[src/rtl/max_n_seq.sv]
// Sequential N-operand extremum unit (max/min, signed/unsigned) that also reports the winning index.
// Latency: one operand per cycle; done rises on the first clk edge after the last accepted beat (count+1 cycles minimum).
// Backpressure: in_ready is high only in RUN; bubbles on in_valid stall the run, and nothing is buffered outside RUN.
//
// Ports:
//   clk, reset        rising-edge clock, asynchronous active-low reset
//   start             begin a run (honoured in IDLE or DONE only)
//   count             operands in this run, latched with start
//   mode_min          1 = minimum, 0 = maximum, latched with start
//   mode_signed       1 = two's-complement compare, latched with start
//   in_valid/in_data  operand stream; in_ready marks acceptance
//   busy / done       RUN / DONE state indicators (done is a level)
//   err               run rejected for an illegal count; valid with done
//   result            extremum value; valid with done
//   result_idx        0-based arrival index of result; valid with done
module max_n_seq #(
  parameter int WIDTH = 16,
  parameter int N_MAX = 8,
  localparam int CW   = $clog2(N_MAX + 1)
) (
  input  logic             clk,
  input  logic             reset,
  input  logic             start,
  input  logic [CW-1:0]    count,
  input  logic             mode_min,
  input  logic             mode_signed,
  input  logic             in_valid,
  input  logic [WIDTH-1:0] in_data,
  output logic             in_ready,
  output logic             busy,
  output logic             done,
  output logic             err,
  output logic [WIDTH-1:0] result,
  output logic [CW-1:0]    result_idx
);

  localparam logic [1:0] S_IDLE = 2'd0;
  localparam logic [1:0] S_RUN  = 2'd1;
  localparam logic [1:0] S_DONE = 2'd2;

  logic [1:0]       state_q, state_d;
  logic [CW-1:0]    count_q, count_d;
  logic [CW-1:0]    k_q, k_d;
  logic             mode_min_q, mode_min_d;
  logic             mode_signed_q, mode_signed_d;
  logic [WIDTH-1:0] acc_q, acc_d;
  logic [CW-1:0]    idx_q, idx_d;
  logic             err_q, err_d;

  logic             greater;
  logic             less;
  logic             better;

  // Strict comparisons only, so a tie never displaces the earlier index.
  always_comb begin
    greater = 1'b0;
    less    = 1'b0;
    if (mode_signed_q) begin
      greater = $signed(in_data) > $signed(acc_q);
      less    = $signed(in_data) < $signed(acc_q);
    end else begin
      greater = in_data > acc_q;
      less    = in_data < acc_q;
    end
    better = mode_min_q ? less : greater;
  end

  always_comb begin
    state_d       = state_q;
    count_d       = count_q;
    k_d           = k_q;
    mode_min_d    = mode_min_q;
    mode_signed_d = mode_signed_q;
    acc_d         = acc_q;
    idx_d         = idx_q;
    err_d         = err_q;

    case (state_q)
      // DONE shares the IDLE start rules so back-to-back runs need no idle cycle.
      S_IDLE, S_DONE: begin
        if (start) begin
          count_d       = count;
          mode_min_d    = mode_min;
          mode_signed_d = mode_signed;
          if ((count == '0) || (count > CW'(N_MAX))) begin
            state_d = S_DONE;
            err_d   = 1'b1;
            acc_d   = '0;
            idx_d   = '0;
          end else begin
            state_d = S_RUN;
            k_d     = '0;
            err_d   = 1'b0;
          end
        end
      end
      S_RUN: begin
        if (in_valid) begin
          // First beat loads unconditionally; the accumulator holds stale data.
          if ((k_q == '0) || better) begin
            acc_d = in_data;
            idx_d = k_q;
          end
          k_d = k_q + CW'(1);
          if (k_q == (count_q - CW'(1))) begin
            state_d = S_DONE;
          end
        end
      end
      default: state_d = S_IDLE;
    endcase
  end

  always_ff @(posedge clk or negedge reset) begin
    if (!reset) begin
      state_q       <= S_IDLE;
      count_q       <= '0;
      k_q           <= '0;
      mode_min_q    <= 1'b0;
      mode_signed_q <= 1'b0;
      acc_q         <= '0;
      idx_q         <= '0;
      err_q         <= 1'b0;
    end else begin
      state_q       <= state_d;
      count_q       <= count_d;
      k_q           <= k_d;
      mode_min_q    <= mode_min_d;
      mode_signed_q <= mode_signed_d;
      acc_q         <= acc_d;
      idx_q         <= idx_d;
      err_q         <= err_d;
    end
  end

  assign in_ready   = (state_q == S_RUN);
  assign busy       = (state_q == S_RUN);
  assign done       = (state_q == S_DONE);
  assign err        = err_q;
  assign result     = acc_q;
  assign result_idx = idx_q;

endmodule

[config.mk]
export PLATFORM = sky130hd
export DESIGN_NAME = max_n_seq
export DESIGN_NICKNAME = d
export VERILOG_FILES = /design/src/rtl/max_n_seq.sv
export SDC_FILE = /design/constraint.sdc
export NUM_CORES = 1
export LEC_CHECK = 0
export ABC_AREA = 0
export ABC_CLOCK_PERIOD_IN_PS = 4550
export BUFFER_PORTS_ARGS = -buffer_cell sky130_fd_sc_hd__buf_4
export CAP_MARGIN = 15
export CELL_PAD_IN_SITES_DETAIL_PLACEMENT = 0
export CELL_PAD_IN_SITES_GLOBAL_PLACEMENT = 1
export CORE_ASPECT_RATIO = 0.75
export CORE_MARGIN = 2
export CORE_UTILIZATION = 43
export CTS_CLUSTER_DIAMETER = 60
export DETAILED_ROUTE_END_ITERATION = 8
export PLACE_DENSITY = 0.94
export SLEW_MARGIN = 20
export SYNTH_ARGS = -nofsm -noshare
export SYNTH_HDL_FRONTEND = slang
export SYNTH_SLANG_ARGS = --single-unit
[constraint.sdc]
create_clock -name clk -period 4.55 [get_ports clk]
set_input_delay 0.6825 -clock clk [delete_from_list [all_inputs] [get_ports clk]]
set_output_delay 0.6825 -clock clk [all_outputs]
set_load 0.05 [all_outputs]
==> run_results.csv, run 1 <==
group,metric,value,unit
timing,fmax,0.324,GHz
floorplan,num_rows,21,
synthesis,ys_ff_latch,33,
global_route,grt_max_degree,34,
final_layout,mostFrequentLayoutCell,"buf_4",
floorplan,core-area,4470,sq um
cts,post_cts_buffers,0,
final_layout,multiInputGateArea,1030,sq um
timing,setup_viol,0,
cts,clock_latency,0.29,ns
floorplan,die_w,82.5,um
timing,clock_skew,0.00481,ns
worst_setup_path,critPathSlowestCell,"mux2i_4",
floorplan,start_util,44.5,%
power,p_seq_share,26.7,%
place,gp_congestion,0.846,
drt,drc,0,
drt,first_pass_iters,4,
power,swShare,49.2,%
run_status,status,"finished, final reports clean",
final_layout,final_nets,300,
global_route,antenna_found_initial,0,
global_route,gr-total-overflow,0,
global_route,grt_pass1_wl,7260,um
place,dp_hpwl,3180,um
power,combPwrFrac,60.7,%
global_route,grt_pass1_vias,1500,
worst_setup_path,end_kind,"register",
timing,setup_slack,1.46,ns
global_route,grt_usage,18.6,%
cts,cts_tree,"built",
timing,tightest_slew,0.725,ns
cts,cts.path.max_buffers,2,
worst_hold_path,min_path_type,"in2async",
synthesis,synth_cells,206,
timing,period_minus_slack,3.09,ns
worst_setup_path,crit_path_max_incr_delay,0.69,ns
synthesis,syn_area,1990,sq um
power,fin_total_pwr,1.95,mW
worst_setup_path,cp_num_buf_inv,2,
place,port_buffers,49,
synthesis,synth_warnings,0,
worst_setup_path,path_cells,"buf_4 > ha_1 > a21oi_1 > o21a_1 > o22ai_1 > o41ai_1 > mux2i_4 > buf_4 > mux2i_1",
synthesis,synth.avg_cell_area,9.65,sq um
drt,ant_nets,0,
drt,wl_per_cell,13.8,um
floorplan,dieArea,5190,sq um
place,place_ws,1.16,ns
drt,viasPerCell,4.99,
power,p_clk_share,12.6,%
timing,relSlewSlack,51.6,%
timing,period_share,67.9,%
cts,root_buffer,"clkbuf_8",
synthesis,syn_nets,251,
cts,cts_resized,0,
worst_setup_path,critPathTopFamily,"compound AO/OA/AOI/OAI gates",
worst_setup_path,path_class,"in2reg",
final_layout,final_cell_mix,"buf_4, dfrtp_1, inv_1, nand2_1, ha_1",
floorplan,ioPinCount,50,
floorplan,die_h,62.9,um
cts,cts_sinks,33,
power,switchingPower,961,uW
drt,num_vias,1562,
power,p_int,991,uW
cts,cts.clk_slew.worst_paths,0.07,ns
power,powerDensity,779,nW/um^2
drt,wirelength,4320,um
final_layout,stdcell_area,2510,sq um
final_layout,diodes,0,
cts,cts_inserted_buffers,5,
cts,cts_hold_buf,0,
place,placed_area,2410,sq um
worst_setup_path,crit_arrival,3.30,ns
power,leakagePower,1.28,nW
worst_setup_path,crit_path_start_kind,"input port",
worst_setup_path,path_common_cell,"buf_4",
power,ir_drop,0.381,mV
worst_setup_path,crit_required,4.76,ns
timing,hold_viol,0,
timing,rsz0062_at_grt,"false",
run,drv_cap,0,
synthesis,yosysSeqAreaShare,41.5,%
synthesis,ys_types,37,
cts,ctsHtreeMaxLevel,2,
final_layout,area_growth,26.1,%
final_layout,drive_gt1_share,25.8,%
final_layout,nFillCells,414,
timing,final_max_slew_viol_count,0,
final_layout,layout.area.seq,826,sq um
drt,drt_iter0_markers,92,
timing,totalNegativeSetupSlack,0,ns
worst_setup_path,critPathMaxFanout,13,
-- worst register-to-register path: stages, from the launching register on --
cell     delay [ns]
dfrtp_1        0.38
inv_1          0.07
ha_1           0.32
nand4_1        0.14
or3_4          0.16
o22ai_1        0.06
o41ai_1        0.61
mux2i_4        0.69
buf_4          0.31
mux2i_1        0.20
-- per-layer routing --
metal	global-route usage (%)	vias to the layer above	wire length, um	share of wire (%)
li1	-	796	-	-
met1	28.2	719	2230	52
met2	25.0	45	1780	41
met3	5.78	2	276	6.4
met4	5.53	0	27	0.63
met5	0	-	0	0
-- stage by stage --
step	instances	utilization [%]	hold slack, ns
detailed placement	305	53.9	0.492
CTS	313	56.1	0.343
global route	313	56.1	0.351
floorplan	206	-	0.387
finish	313	56.1	0.333
global placement	305	53.9	0.481
-- Yosys cell counts --
| cell type | number | share of area [%] |
|---|---|---|
| nand2_1 | 27 | 5.1 |
| o31ai_1 | 1 | 0.38 |
| nand3b_1 | 1 | 0.38 |
| nand2b_1 | 1 | 0.31 |
| a41oi_1 | 1 | 0.44 |
| clkbuf_1 | 5 | 0.94 |
| a22o_1 | 1 | 0.44 |
| ha_1 | 19 | 12 |
| a21o_1 | 1 | 0.38 |
| a21oi_1 | 9 | 2.3 |
| a211oi_1 | 1 | 0.38 |
| mux2i_1 | 18 | 9.1 |
| o2bb2ai_1 | 1 | 0.44 |
| o41ai_1 | 1 | 0.44 |
| o21a_1 | 2 | 0.75 |
| xnor2_1 | 3 | 1.3 |
| inv_1 | 27 | 5.1 |
| nand3_1 | 1 | 0.25 |
| or3_4 | 1 | 0.57 |
| nand4_1 | 3 | 0.94 |
| nor3_1 | 3 | 0.75 |
| o31a_1 | 1 | 0.44 |
| o21bai_1 | 1 | 0.38 |
| o22ai_1 | 3 | 0.94 |
| nor4_1 | 3 | 0.94 |
| buf_4 | 3 | 1.1 |
| a211oi_2 | 1 | 0.63 |
| mux2_1 | 3 | 1.7 |
| a31oi_1 | 2 | 0.63 |
| nor3_2 | 1 | 0.50 |
| o21ai_0 | 5 | 1.3 |
| xor2_1 | 4 | 1.8 |
| dfrtp_1 | 33 | 42 |
| o211ai_1 | 1 | 0.38 |
| nor2b_1 | 2 | 0.63 |
| nor2_1 | 12 | 2.3 |
| mux2_2 | 4 | 2.3 |
-- area by class of cell --
class / count / area share, %
multi-input combinational: 138 / 41.2
sequential: 33 / 32.9
clock inverter: 1 / 0.200
timing repair buffer: 50 / 15.0
inverter: 27 / 4.04
clock buffer: 7 / 3.84
tap: 57 / 2.84
-- path summary, 6_finish.rpt --
check                      slack (ns)  depth (start not counted)        from         end
hold reg to reg                  0.50                          2         err         err
min in group clk                 0.50                          2         err         err
max in group asynchronous        3.92                          1       reset   result[1]
setup / recovery                 1.46                          9  in_data[7]   result[7]
setup reg to reg                 1.55                          9  result[15]   result[7]
hold / removal                   0.33                          1       reset  state_q[1]
-- power by group through the flow --
stage	logic, mW	registers [mW]	clock network [mW]
after global placement	1.17	0.528	0
final	1.19	0.522	0.245
after floorplan	0.603	0.796	0
after global routing	1.28	0.544	0.273
after CTS	1.19	0.523	0.253
after detailed placement	1.19	0.526	0
-- sequential cells by signal, summed over array words and instances (netlist names) --
signal,flops
err,1
count_q,4
mode_min_q,1
mode_signed_q,1
result,16
k_q,4
result_idx,4
state_q,2
-- cell families (layout without fill, tap and decap cells) --
kind of cell / Yosys count / in the layout / share of synthesized area (%)
adder cells (fa/ha/maj): 19 / 19 / 12.0
AND/OR/NAND/NOR: 55 / 55 / 12.6
buffers and inverters: 35 / 85 / 7.17
multiplexers: 25 / 25 / 13.0
AO/OA/AOI/OAI: 32 / 32 / 10.6
flip-flops: 33 / 33 / 41.5
XOR/XNOR: 7 / 7 / 3.08
(Power assumes the default switching activity.)
==> run 2: changes to the inputs <==
- ABC_CLOCK_PERIOD_IN_PS: 4550 -> 2850
- CORE_UTILIZATION: 43 -> 40
- PLACE_DENSITY: 0.94 -> 0.88
- clock period: 4.55 -> 2.85 ns (I/O delays scaled with it)
==> run 2 against run 1 <==
Compared with the run above: routed wire length grew 0.81%; final area grew 0.95%; first-iteration DRC count shrank 21%; global-route usage shrank 0.66 points; largest power group unchanged; total power grew 60%.
==> run_results.csv, run 2 (same netlist as run 1, synthesis figures left out) <==
group,metric,value,unit
run_status,status,"finished, final reports clean",
worst_setup_path,reg2regPathDepth,9,
timing,fmax,0.387,GHz
final_layout,final_cell_mix,"buf_4, dfrtp_1, inv_1, nand2_1, ha_1",
worst_setup_path,reg2reg_slack,0.26,ns
timing,relSlewSlack,54.1,%
power,p_int,1.60,mW
final_layout,final_nets,302,
final_layout,nFillCells,460,
drt,first_pass_iters,4,
timing,setup_slack,0.264,ns
final_layout,stdcell_count,317,
global_route,grt_usage,17.9,%
floorplan,ioPinCount,50,
drt,wirelength,4350,um
place,dp_cells,310,
power,powerDensity,1240,nW/um^2
floorplan,core-area,4840,sq um
cts,cts.path.max_buffers,2,
timing,period_minus_slack,2.59,ns
worst_setup_path,r2r_end,"result_idx[2]",
worst_setup_path,crit_path_start_kind,"register",
final_layout,multiInputGateArea,1040,sq um
drt,viasPerCell,5.06,
worst_setup_path,critPathMaxFanout,16,
power,leakagePower,1.29,nW
cts,cts_tree,"built",
timing,hold_viol,0,
cts,cts_hold_buf,0,
global_route,grt_pass1_wl,7650,um
power,combPwrFrac,62.1,%
timing,clock_skew,0.00554,ns
timing,final_max_slew_viol_count,0,
final_layout,area_growth,27.3,%
timing,totalNegativeSetupSlack,0,ns
place,gp_congestion,0.836,
global_route,grt_max_degree,34,
run,drv_cap,0,
cts,cts_sinks,33,
global_route,grt_pass1_vias,1653,
final_layout,stdcell_area,2530,sq um
worst_hold_path,min_path_type,"in2async",
worst_setup_path,worstReg2RegStart,"result[15]",
drt,wl_per_cell,13.7,um
worst_setup_path,path_class,"reg2reg",
timing,setup_viol,0,
worst_setup_path,crit_required,3.05,ns
final_layout,layout.area.seq,826,sq um
place,placed_area,2440,sq um
timing,tightest_slew,0.682,ns
place,port_buffers,49,
floorplan,num_rows,22,
final_layout,drive_gt1_share,26.1,%
power,p_seq_share,26.7,%
power,ir_drop,0.554,mV
cts,cts.clk_slew.worst_paths,0.06,ns
floorplan,die_w,85.4,um
final_layout,largest_reg_flops,16,
timing,rsz0062_at_grt,"false",
cts,clock_latency,0.28,ns
floorplan,die_h,65.1,um
worst_setup_path,end_kind,"register",
drt,ant_nets,0,
floorplan,start_util,41.0,%
place,dp_hpwl,3400,um
place,place_ws,0.0380,ns
timing,period_share,90.7,%
cts,root_buffer,"clkbuf_8",
power,p_clk_share,11.2,%
global_route,gr-total-overflow,0,
final_layout,diodes,0,
drt,drt_iter0_markers,73,
final_layout,mostFrequentLayoutCell,"buf_4",
floorplan,dieArea,5560,sq um
power,switchingPower,1.53,mW
cts,cts_inserted_buffers,5,
drt,num_vias,1603,
power,swShare,49.0,%
drt,drc,0,
global_route,antenna_found_initial,0,
cts,ctsHtreeMaxLevel,2,
worst_setup_path,crit_arrival,2.79,ns
## run 2: changes by cell type in the layout (fill, tap and decap cells not counted), sizes merged
cell | before | now
buf | 50 | 52
clkinv | 1 | 0
## run 2: layer usage
layer / GRT usage (%) / share of wire [%]
met3: 4.08 / 5.6
met2: 26.4 / 41
met1: 25.2 / 51
met4: 7.74 / 2.0
met5: 0 / 0
## run 2: how the worst max path moves through the flow
stage                startpoint       endpoint  slack, ns  cells after the start
CTS                   result[5]  result_idx[2]       0.20                      9
detailed placement   in_data[5]     result[11]       0.04                      9
floorplan            result[15]      result[0]       0.16                      9
finish               result[15]  result_idx[2]       0.26                      9
global placement    in_data[15]  result_idx[1]       0.11                      8
global route         result[15]  result_idx[2]       0.11                      9
## run 2: area by class of cell
type                    instances  area share [%]
well taps                      60            2.97
flip-flops and latches         33            32.6
multi-input cells             138            41.1
inverters                      27            4.00
clock buffers                   7            3.41
repair buffers                 52            15.9
## run 2: repair_timing
item | CTS | global route
buffers inserted | 0 | 0
hold endpoints to repair | 0 | 0
endpoints found under the setup margin | 0 | 1
resized for setup | 0 | 1
## run 2: worst max-delay path, stage by stage (launching register included)
cell     delay, ns
dfrtp_1       0.37
inv_1         0.07
ha_1          0.32
nand4_1       0.13
or3_4         0.43
o31ai_1       0.32
a21oi_1       0.15
mux2i_4       0.29
buf_12        0.21
mux2i_1       0.20
## run 2: power by group through the flow
stage          Sequential (mW)  Clock, mW  Combinational (mW)
2_1_floorplan             1.27          0               0.963
3_3_place_gp             0.847          0                1.91
3_5_place_dp             0.842          0                1.95
4_1_cts                  0.837      0.364                1.96
5_1_grt                  0.867      0.388                2.12
6_report                 0.837      0.351                1.94
## run 2: per-stage QoR
step	power, mW	util (%)	hold WS [ns]
floorplan	2.23	-	0.132
global placement	2.75	50.3	0.397
detailed placement	2.79	50.3	0.395
CTS	3.16	52.1	0.0887
global route	3.37	52.2	0.113
finish	3.13	52.2	0.0712
==> run 3: changes to the inputs <==
- ABC_CLOCK_PERIOD_IN_PS: 2850 -> 2100
- CORE_UTILIZATION: 40 -> 36
- PLACE_DENSITY: 0.88 -> 0.85
- REMOVE_ABC_BUFFERS: default -> 1
- clock period: 2.85 -> 2.1 ns (I/O delays scaled with it)
==> run 3 against run 2 <==
Compared with the run above: the run now ends with setup timing left; hold slack better by 0.17 ns; final area is 23% higher; critical path type unchanged; global-route usage is 1.3 points lower; setup slack worse by 0.54 ns.
==> run_results.csv, run 3 (same netlist as run 1, synthesis figures left out) <==
group,metric,value,unit
timing,totalNegativeSetupSlack,-4.80,ns
floorplan,num_rows,23,
power,ir_drop,0.758,mV
worst_setup_path,crit_required,2.27,ns
worst_setup_path,critPathMaxFanout,6,
floorplan,dieArea,6140,sq um
global_route,gr-total-overflow,0,
timing,setup_slack,-0.275,ns
place,port_buffers,49,
worst_setup_path,critPathSlowestCell,"or3_4",
cts,cts.clk_slew.worst_paths,0.07,ns
final_layout,stdcell_count,381,
final_layout,mostFrequentLayoutCell,"buf_4",
worst_hold_path,hold_start,"count[1]",
final_layout,nFillCells,448,
global_route,grt_pass1_wl,7780,um
cts,cts_sinks,33,
timing,period_share,113,%
run_status,violations,"setup timing",
drt,viasPerCell,4.65,
drt,num_vias,1772,
global_route,grt_usage,16.6,%
run_status,status,"finished with violations",
worst_setup_path,path_cells,"inv_2 > ha_4 > nand4_1 > or3_4 > a211oi_4 > o41ai_2 > buf_4 > mux2i_4 > buf_12 > mux2_1",
global_route,antenna_found_initial,0,
worst_setup_path,crit_path_start_kind,"register",
global_route,grt_max_degree,34,
cts,clock_latency,0.29,ns
worst_setup_path,worstReg2RegStart,"result[14]",
worst_setup_path,startpoint,"result[14]",
timing,final_max_slew_viol_count,0,
final_layout,multiInputGateArea,1190,sq um
cts,cts_inserted_buffers,5,
timing,hold_viol,0,
final_layout,layout.area.seq,826,sq um
timing,setup_viol,20,
timing,tightest_slew,0.431,ns
floorplan,die_w,89.8,um
floorplan,start_util,37.3,%
timing,hold_ws,0.244,ns
floorplan,core-area,5320,sq um
timing,fmax,0.421,GHz
power,leakagePower,1.57,nW
floorplan,die_h,68.4,um
power,powerDensity,1670,nW/um^2
final_layout,stdcell_area,3110,sq um
drt,drc,0,
place,gp_congestion,0.801,
cts,cts_tree,"built",
final_layout,final_nets,350,
cts,root_buffer,"clkbuf_8",
final_layout,largest_reg_flops,16,
place,dp_cells,357,
drt,first_pass_iters,6,
final_layout,drive_gt1_share,46.4,%
global_route,grt_pass1_vias,1651,
place,place_ws,-0.425,ns
drt,ant_nets,0,
cts,cts.path.max_buffers,2,
floorplan,ioPinCount,50,
worst_setup_path,crit_arrival,2.54,ns
drt,wirelength,4950,um
timing,clock_skew,0.00842,ns
final_layout,diodes,0,
worst_hold_path,min_path_type,"in2reg",
worst_setup_path,crit_path_max_incr_delay,0.39,ns
worst_setup_path,end_kind,"register",
place,dp_hpwl,3550,um
timing,relSlewSlack,71.2,%
run,drv_cap,0,
drt,wl_per_cell,13.0,um
worst_setup_path,reg2reg_slack,-0.28,ns
timing,rsz0062_at_grt,"true",
cts,ctsHtreeMaxLevel,2,
drt,drt_iter0_markers,68,
timing,period_minus_slack,2.38,ns
final_layout,area_growth,56.5,%
place,placed_area,2680,sq um
final_layout,final_cell_mix,"buf_4, dfrtp_1, nand2_1, inv_1, mux2i_1",
worst_setup_path,path_class,"reg2reg",
run 3: final timing paths:
| check | end | depth (start not counted) |
|---|---|---|
| hold / removal | count_q[1] | 3 |
| min in group asynchronous | err | 2 |
| setup reg to reg | result_idx[0] | 10 |
| hold reg to reg | err | 2 |
| setup / recovery | result_idx[0] | 10 |
| max in group asynchronous | result[10] | 2 |
run 3: per-layer routing:
layer  vias to the layer above  track usage (%)  wire length (um)
met3                        14             4.19               243
met4                         0             6.15                95
li1                        896                -                 -
met1                       810             21.6              2390
met2                        52             27.4              2230
met5                         -                0                 0
run 3: metrics by stage:
stage	power, mW	utilization [%]
2_1_floorplan	2.99	-
3_3_place_gp	4.06	50.4
3_5_place_dp	4.10	50.4
4_1_cts	4.97	56.7
5_1_grt	5.53	58.4
6_report	5.19	58.4
run 3: what timing repair did:
item                                    CTS  global route
gates resized for setup                  27             4
endpoints found under the setup margin   20            20
hold endpoints to repair                 33             0
setup buffers                            10             4
gates cloned                              0             1
pin swaps                                 8             0
hold buffers                              1             0
run 3: power by group:
| group | internal, mW | total, mW | switching (mW) |
|---|---|---|---|
| Combinational | 1.62 | 3.52 | 1.90 |
| Clock | 0.296 | 0.532 | 0.236 |
| Sequential | 0.922 | 1.13 | 0.207 |
run 3: worst max-delay path, delay by kind of cell, from the launching register on:
kind / cells / cell delay, ns
AND/OR/NAND/NOR: 2 / 0.51
multiplexers: 2 / 0.50
flip-flops: 1 / 0.38
buffers and inverters: 3 / 0.35
adder cells (fa/ha/maj): 1 / 0.26
AO/OA/AOI/OAI: 2 / 0.26
run 3: layout make-up:
type	count	area share, %
repair buffers	100	25.5
well taps	75	3.02
clock inverters	1	0.161
multi-input cells	138	38.4
clock buffers	7	3.10
inverters	27	3.26
flip-flops and latches	33	26.5
